<file path="src/rtl/cam_capture_ctrl.sv">
// Camera pixel-capture controller: synchronises the camera bus, assembles RGB444
// byte pairs, converts them to the output depth and writes them row-aligned to RAM.
module cam_capture_ctrl #(
  parameter int AW    = 15,
  parameter int DW    = 3,
  parameter int IMG_W = 160,
  parameter int IMG_H = 120
) (
  input  logic          CLK,
  input  logic          rst,
  input  logic [7:0]    D,
  input  logic          PCLK,
  input  logic          HREF,
  input  logic          VSYNC,
  input  logic          start,
  input  logic          cont,
  output logic [AW-1:0] mem_px_addr,
  output logic [DW-1:0] mem_px_data,
  output logic          px_wr,
  output logic          busy,
  output logic          frame_done,
  output logic          line_err,
  output logic [7:0]    frame_cnt
);

  localparam int CW = $clog2(IMG_W + 1);
  localparam int LW = $clog2(IMG_H + 1);

  typedef enum logic [1:0] {
    S_IDLE      = 2'd0,
    S_WAIT_VS   = 2'd1,
    S_CAPTURE   = 2'd2,
    S_FRAME_END = 2'd3
  } state_t;

  // RGB444 to output depth; widths other than 8 and 12 fall back to RGB111.
  function automatic logic [DW-1:0] conv_px(input logic [11:0] px);
    logic [11:0] t;
    case (DW)
      12:      t = px;
      8:       t = {4'h0, px[11:9], px[7:5], px[3:2]};
      default: t = {9'h000, px[11], px[7], px[3]};
    endcase
    return t[DW-1:0];
  endfunction

  state_t        state_r, state_next_s;
  logic          pclk_s1_r, pclk_s2_r, pclk_s3_r;
  logic          href_s1_r, href_s2_r, href_s3_r;
  logic          vs_s1_r, vs_s2_r, vs_s3_r;
  logic [7:0]    d_s1_r, d_s2_r;
  logic          cont_r;
  logic [CW-1:0] col_r, col_eff_s;
  logic [LW-1:0] line_r, line_eff_s;
  logic [AW-1:0] row_base_r;
  logic          phase_r, phase_eff_s;
  logic [3:0]    hi_r;
  logic          pix_vld_r;
  logic [AW-1:0] pix_addr_r;
  logic [DW-1:0] pix_data_r;
  logic          start_acc_s, cap_clr_s, err_set_s;

  // Two-flop synchroniser for all camera inputs plus one history flop for edge detection.
  always_ff @(posedge CLK or negedge rst) begin
    if (!rst) begin
      pclk_s1_r <= 1'b0; pclk_s2_r <= 1'b0; pclk_s3_r <= 1'b0;
      href_s1_r <= 1'b0; href_s2_r <= 1'b0; href_s3_r <= 1'b0;
      vs_s1_r   <= 1'b0; vs_s2_r   <= 1'b0; vs_s3_r   <= 1'b0;
      d_s1_r    <= 8'h00; d_s2_r   <= 8'h00;
    end else begin
      pclk_s1_r <= PCLK;  pclk_s2_r <= pclk_s1_r; pclk_s3_r <= pclk_s2_r;
      href_s1_r <= HREF;  href_s2_r <= href_s1_r; href_s3_r <= href_s2_r;
      vs_s1_r   <= VSYNC; vs_s2_r   <= vs_s1_r;   vs_s3_r   <= vs_s2_r;
      d_s1_r    <= D;     d_s2_r    <= d_s1_r;
    end
  end

  logic pclk_rise_s, href_fall_s, vs_fall_s, vs_rise_s;
  logic in_cap_s, accept_s, px_done_s, col_full_s, line_full_s, wr_s, eol_s;

  assign pclk_rise_s = pclk_s2_r & ~pclk_s3_r;
  assign href_fall_s = href_s3_r & ~href_s2_r;
  assign vs_fall_s   = vs_s3_r & ~vs_s2_r;
  assign vs_rise_s   = vs_s2_r & ~vs_s3_r;

  // A byte clocked in the same cycle HREF drops is still accepted (href_s3 covers it).
  assign in_cap_s    = (state_r == S_CAPTURE);
  assign accept_s    = in_cap_s & pclk_rise_s & (href_s2_r | href_s3_r);
  assign px_done_s   = accept_s & phase_r;
  assign col_full_s  = (col_r >= CW'(IMG_W));
  assign line_full_s = (line_r >= LW'(IMG_H));
  assign wr_s        = px_done_s & ~col_full_s & ~line_full_s;
  assign eol_s       = in_cap_s & href_fall_s;

  // State register.
  always_ff @(posedge CLK or negedge rst) begin
    if (!rst) state_r <= S_IDLE;
    else      state_r <= state_next_s;
  end

  // Next-state logic and control strobes.
  always_comb begin
    state_next_s = state_r;
    start_acc_s  = 1'b0;
    cap_clr_s    = 1'b0;
    case (state_r)
      S_IDLE: begin
        if (start) begin
          state_next_s = S_WAIT_VS;
          start_acc_s  = 1'b1;
        end else begin
          state_next_s = S_IDLE;
        end
      end
      S_WAIT_VS: begin
        if (vs_fall_s) begin
          state_next_s = S_CAPTURE;
          cap_clr_s    = 1'b1;
        end else begin
          state_next_s = S_WAIT_VS;
        end
      end
      S_CAPTURE: begin
        if (vs_rise_s) state_next_s = S_FRAME_END;
        else           state_next_s = S_CAPTURE;
      end
      S_FRAME_END: begin
        if (cont_r) state_next_s = S_WAIT_VS;
        else        state_next_s = S_IDLE;
      end
      default: state_next_s = S_IDLE;
    endcase
  end

  // Post-byte column/phase/line values, so end-of-line checks see a coincident byte.
  always_comb begin
    col_eff_s   = wr_s ? col_r + CW'(1) : col_r;
    phase_eff_s = accept_s ? ~phase_r : phase_r;
    line_eff_s  = (eol_s && !line_full_s) ? line_r + LW'(1) : line_r;
    err_set_s   = (px_done_s && col_full_s)
               || (eol_s && line_full_s)
               || (eol_s && !line_full_s && ((col_eff_s != CW'(IMG_W)) || phase_eff_s))
               || (in_cap_s && vs_rise_s && (line_eff_s != LW'(IMG_H)));
  end

  // Capture datapath: position counters, byte assembly and the pixel staging register.
  always_ff @(posedge CLK or negedge rst) begin
    if (!rst) begin
      col_r      <= '0;
      line_r     <= '0;
      row_base_r <= '0;
      phase_r    <= 1'b0;
      hi_r       <= 4'h0;
      pix_vld_r  <= 1'b0;
      pix_addr_r <= '0;
      pix_data_r <= '0;
      cont_r     <= 1'b0;
      line_err   <= 1'b0;
    end else begin
      if (cap_clr_s) begin
        col_r      <= '0;
        line_r     <= '0;
        row_base_r <= '0;
        phase_r    <= 1'b0;
      end else if (eol_s) begin
        col_r   <= '0;
        phase_r <= 1'b0;
        if (!line_full_s) begin
          row_base_r <= row_base_r + AW'(IMG_W);
          line_r     <= line_r + LW'(1);
        end
      end else begin
        phase_r <= phase_eff_s;
        col_r   <= col_eff_s;
      end
      if (accept_s && !phase_r) hi_r <= d_s2_r[3:0];
      pix_vld_r <= wr_s;
      if (wr_s) begin
        pix_addr_r <= row_base_r + AW'(col_r);
        pix_data_r <= conv_px({hi_r, d_s2_r});
      end
      if (start_acc_s) cont_r <= cont;
      if (start_acc_s)    line_err <= 1'b0;
      else if (err_set_s) line_err <= 1'b1;
    end
  end

  // Registered outputs; address/data hold their last written value.
  always_ff @(posedge CLK or negedge rst) begin
    if (!rst) begin
      px_wr       <= 1'b0;
      mem_px_addr <= '0;
      mem_px_data <= '0;
      busy        <= 1'b0;
      frame_done  <= 1'b0;
      frame_cnt   <= 8'h00;
    end else begin
      px_wr <= pix_vld_r;
      if (pix_vld_r) begin
        mem_px_addr <= pix_addr_r;
        mem_px_data <= pix_data_r;
      end
      busy       <= (state_next_s != S_IDLE);
      frame_done <= (state_next_s == S_FRAME_END);
      if (state_next_s == S_FRAME_END) frame_cnt <= frame_cnt + 8'd1;
    end
  end

endmodule

</file>
<file path="config.mk">
export PLATFORM = sky130hd
export DESIGN_NAME = cam_capture_ctrl
export DESIGN_NICKNAME = d
export VERILOG_FILES = /design/src/rtl/cam_capture_ctrl.sv
export SDC_FILE = /design/constraint.sdc
export NUM_CORES = 1
export LEC_CHECK = 0
export BUFFER_PORTS_ARGS = -buffer_cell sky130_fd_sc_hd__buf_2
export CORE_ASPECT_RATIO = 0.7
export CORE_MARGIN = 4
export CORE_UTILIZATION = 55
export CTS_CLUSTER_DIAMETER = 60
export CTS_CLUSTER_SIZE = 16
export DETAILED_ROUTE_END_ITERATION = 7
export HOLD_SLACK_MARGIN = 0.03
export PLACE_DENSITY = 0.75
export SLEW_MARGIN = 20
export SYNTH_ARGS = -nofsm -noshare
export SYNTH_HDL_FRONTEND = slang
export SYNTH_SLANG_ARGS = --single-unit
export TNS_END_PERCENT = 10
</file>
<file path="constraint.sdc">
create_clock -name CLK -period 4.1 [get_ports CLK]
set_input_delay 0.615 -clock CLK [delete_from_list [all_inputs] [get_ports CLK]]
set_output_delay 0.615 -clock CLK [all_outputs]
set_load 0.01 [all_outputs]
</file>
Word-level counts from Yosys, hierarchy flattened
Cells that the tools add are included.
Cells by class
  add/subtract/negate cells: 5
  $mul: 0
  div/mod/pow operators: 0
  magnitude comparators: 2
  equality and inequality tests: 7
  shift-type cells: 0
  mux-type cells: 24
  bitwise gates (word level): 18
  reductions and logical operators: 18
Operator list (number)
  two-way mux 15 bit: 3
  two-way mux 7 bit: 4
  two-way mux 8 bit: 3
  adder 8 x 1 -> 8 bit, second input constant: 2
  adder 15 x 8 -> 15 bit: 1
  adder 15 x 8 -> 15 bit, second input constant: 1
  two-way mux 1 bit: 12
  bitwise AND 1 bit: 10
  >= comparator 8 bit, second input constant: 1
  != test 8 bit, second input constant: 1
  case mux 2 bit (4 select lines): 1
  adder 7 x 1 -> 7 bit, second input constant: 1
  >= comparator 7 bit, second input constant: 1
  logical AND 1 bit: 7
  != test 7 bit, second input constant: 1
  NOT 1 bit: 7
  == test 2 bit, second input constant: 3
  nonzero test 2 bit: 3
  logical OR 1 bit: 4
  == test 2 x 1 -> 1 bit, second input constant: 1
  logical NOT 1 bit: 2
  logical NOT 2 bit: 1
  two-way mux 2 bit: 1
  != test 2 bit, second input constant: 1
  2 further kinds: 2
Word-level totals
  register bits: 112
  bits in latches: 0
  bits in writable memories: 0
  bits in read-only memories: 0
  output and inout port bits: 30
  memories: 0

Longest topological paths before layout
  depth in word-level cells: 15
  mapped depth: 9
  mapped depth without buffers: 9

Worst setup path before layout
Ideal clock, no wire load.
  kind: register to register
  start point: reg state_r[0]
  end point: reg line_err
  arrival: 2035 ps
  path slack: 1929 ps
  cell stages (with the launch flop): 10
  buffers on the path: 0
  clock period less this slack: 2171 ps
  cells stage by stage: dfrtp_1 -> nand2b_1 -> nor4b_1 -> ha_1 -> nand3_1 -> inv_2 -> nand2_1 -> a211o_1 -> a21oi_1 -> o211ai_1
Between the ends
  cells in the longest elaborated chain, start to end: 13
  elaborated cells between the ends (all ways): 26
RTL lines
  start: declaration: line 47  | state_t state_r, state_next_s;
  start signal: assignment: line 98  | else state_r <= state_next_s;
  == test 2 bit: line 87  | assign in_cap_s = (state_r == S_CAPTURE);
  bitwise AND 1 bit (2 in a row): line 88  | assign accept_s = in_cap_s & pclk_rise_s & (href_s2_r | href_s3_r);
  bitwise AND 1 bit: line 89  | assign px_done_s = accept_s & phase_r;
  bitwise AND 1 bit (2 in a row): line 92  | assign wr_s = px_done_s & ~col_full_s & ~line_full_s;
  two-way mux 8 bit: line 137  | col_eff_s = wr_s ? col_r + CW'(1) : col_r;
  != test 8 bit: line 142  | || (eol_s && !line_full_s && ((col_eff_s != CW'(IMG_W)) || phase_eff_s))
  logical OR 1 bit: line 142
  logical AND 1 bit: line 142
  logical OR 1 bit: line 142
  logical OR 1 bit: line 143  | || (in_cap_s && vs_rise_s && (line_eff_s != LW'(IMG_H)));
  nonzero test 2 bit (no line)
  end signal: assignment: line 158  | line_err <= 1'b0;
  end signal: assignment: line 183  | if (start_acc_s) line_err <= 1'b0;
  end signal: assignment: line 184  | else if (err_set_s) line_err <= 1'b1;
  end: declaration: line 22  | output logic line_err,
Several ways; a longest one is shown, not always the timed one.
A chain may end at the register's enable or synchronous reset.

Worst setup path in the final report
Ends and elaborated chain as after synthesis.

==> impl_metrics.csv <==
group,metric,value,unit
cells_and_area,stdcell_count,494,
sta,max_freq,320,MHz
floorplanning,fp.dieH,79.6,um
hold_path,hold_path.class,"primary input to async pin",
cells_and_area,fin_area,4450,sq um
power_and_ir_drop,p_int,1.35,mW
yosys,yosys.area.top_type,"dfrtp_1",
power_and_ir_drop,p_sw_share,26.6,%
clock_network,cts_setup_buffers,0,
clock_network,clock-sinks,92,
yosys,syn_area,4030,sq um
worst_setup_path,arrival,3.36,ns
power_and_ir_drop,clockPowerShare,30.8,%
place,io_buffers,38,
sta,tightest_slew,0.794,ns
worst_setup_path,crit_path_end_kind,"flip-flop",
power_and_ir_drop,power_frac_seq,56.8,%
detailed_routing,routed_wl,7120,um
power_and_ir_drop,p_switching,489,uW
sta,post-route-period-util,76.3,%
cells_and_area,drive_above_1_share,19.5,%
sta,clock_skew,0.0126,ns
clock_network,ctsRootBufferMaster,"clkbuf_8",
floorplanning,io_pins,45,
power_and_ir_drop,power.share.combinational,12.4,%
detailed_routing,via_per_inst,5.38,
sta,hold_viol_final,0,
sta,final_max_slew_viol_count,0,
sta,whs,0.335,ns
floorplanning,dieArea,8770,sq um
clock_network,cts_resized,0,
place,place_congestion,0.860,
yosys,netlist_top_cells_area,"dfrtp_1 57%, mux2_2 5.9%, nand2_1 5.1%",
yosys,ys_types,46,
place,post-dp-hpwl,4960,um
place,place_area,4280,sq um
clock_network,cts_tree,"built",
cells_and_area,layout.nets,423,
detailed_routing,drtPass1Iterations,4,
yosys,ys_ff_latch,92,
power_and_ir_drop,ir_drop,0.000258,V
sta,post-route-min-period,3.13,ns
sta,fin_tns_setup,0,ns
detailed_routing,num_vias,2658,
detailed_routing,route.detailed.drc,0,
worst_setup_path,worstPathRequired,4.33,ns
grt,grt_pass1_wl,12500,um
grt,grt-ovfl-total,0,
worst_setup_path,critical_path.max_fanout,15,
worst_setup_path,path_class,"flip-flop to flip-flop",
sta,rsz0062_at_grt,"no",
floorplanning,core_area,6910,sq um
power_and_ir_drop,p_total,1.84,mW
job,max_cap_violations,0,
detailed_routing,ant_nets,0,
grt,antenna_found_initial,0,
power_and_ir_drop,power_leakage,2.16,nW
yosys,ys_seq_area_share,57.2,%
yosys,ys_warn_count,0,
yosys,netlist_instances,362,
grt,grt_pass1_vias,2587,
detailed_routing,drt_iter0_markers,162,
floorplanning,rows,25,
clock_network,numCtsBuffers,9,
clock_network,htreeDepth,3,
clock_network,cts_hold_buf,0,
yosys,syn_nets,388,
yosys,netlist.area_leader.share,57.2,%
floorplanning,dieWidth,110,um
clock_network,insertion_delay,0.36,ns
floorplanning,start_util,58.2,%
sta,setup_viol_count_final,0,
clock_network,clock_path_buffers,2,
status,status,"complete, no violations",
sta,max_slew_margin,47.1,%
power_and_ir_drop,powerDensity,413,nW/um^2
clock_network,clk_pin_slew,0.09,ns
worst_setup_path,crit_path_start_kind,"flip-flop",
yosys,synth_area_per_cell,11.1,sq um
grt,track_usage,18.6,%
cells_and_area,diodes,0,
place,place_inst,480,
cells_and_area,area_growth,10.6,%
detailed_routing,wire_per_inst,14.4,um
grt,grt_max_degree,67,
[registers in the layout, summed over array words and instances, names as in the netlist, 3 cells and up]
| register | cells |
|---|---|
| pix_addr_r | 15 |
| col_r | 8 |
| line_r | 7 |
| pix_data_r | 3 |
| row_base_r | 10 |
| mem_px_addr | 15 |
| mem_px_data | 3 |
| frame_cnt | 8 |
[worst max-delay path, cell delays in order (launching register included)]
cell and delay (ns):
dfrtp_1 0.46, nand2b_1 0.27, nor4b_1 0.43, ha_1 0.30, nand3_1 0.44, inv_2 0.39, nand2_1 0.15, a211o_1 0.28
a21oi_1 0.16, o211ai_1 0.10
[cell usage after synthesis, drive strengths merged]
master	count
o211ai	2
xor2	16
buf	8
and4	1
nor2b	1
a311oi	1
a21o	1
and2	2
inv	8
a211o	1
nand2b	2
nand2	55
mux2	23
or2	2
nor2	30
a21oi	9
ha	11
a41oi	2
nor4	5
xnor2	17
a221oi	1
or3	2
o22ai	1
o32a	1
nand4bb	1
nand4	12
mux2i	2
o21ai	16
nand3	9
nor3	5
and4bb	1
nor3b	5
o2111ai	1
nor4b	1
a31oi	2
and3	3
dfrtp	92
o31ai	2
clkbuf	8
[per-layer routing]
metal / GRT usage [%] / share of wire, % / vias to the layer above
met5: 0 / 0 / -
met3: 5.34 / 5.0 / 7
met1: 25.7 / 48 / 1283
met4: 6.27 / 1.3 / 0
li1: - / - / 1312
met2: 28.3 / 46 / 56
[cells by family after synthesis]
logic type      share of synthesized area [%]
xor+xnor                                 7.18
mux                                      6.93
buf+inv                                  2.55
simple gates                             16.5
flops                                    57.2
fa+ha+maj                                3.42
compound gates                           6.19
[area by class of cell]
type | instances | area (sq um)
Fill cell | 539 | 2460
Sequential cell | 92 | 2300
Multi-Input combinational cell | 246 | 1620
Timing Repair Buffer | 40 | 208
Clock buffer | 12 | 135
Tap cell | 94 | 118
Clock inverter | 2 | 37.5
Inverter | 8 | 30.0
[metrics by stage]
stage	worst slack, ns	utilization [%]
final	0.971	64.4
after global routing	0.690	64.4
after CTS	0.902	64.4
after detailed placement	0.941	61.9
after global placement	1.06	61.9
after floorplan	1.93	-
[final timing paths]
path | start | endpoint | slack, ns | cells after the start
min reg2reg | vs_s1_r | vs_s2_r | 0.35 | 0
min | rst | frame_cnt[5] | 0.34 | 1
max reg2reg | state_r[0] | line_err | 0.97 | 9
max | state_r[0] | line_err | 0.97 | 9
min in group CLK | vs_s1_r | vs_s2_r | 0.35 | 0
max in group asynchronous | rst | line_r[0] | 2.92 | 2
[power by group through the flow]
stage,logic [mW],registers (mW),clock network (mW)
global placement,0.222,1.06,0
detailed placement,0.230,1.06,0
CTS,0.232,1.04,0.583
global route,0.262,1.06,0.624
floorplan,0.149,1.05,0
finish,0.229,1.04,0.566
[cells in the final DEF, fill, tap and decap left out, types with 11 or more instances in the layout]
master,Yosys,routed
buf_2,7,37
mux2_2,21,21
nand4_1,12,12
dfrtp_1,92,92
nand2_1,55,55
xnor2_1,17,17
o21ai_1,13,13
ha_1,11,11
nor2_1,30,30
xor2_1,16,16
Note: power is estimated with default switching activity, not from simulation.
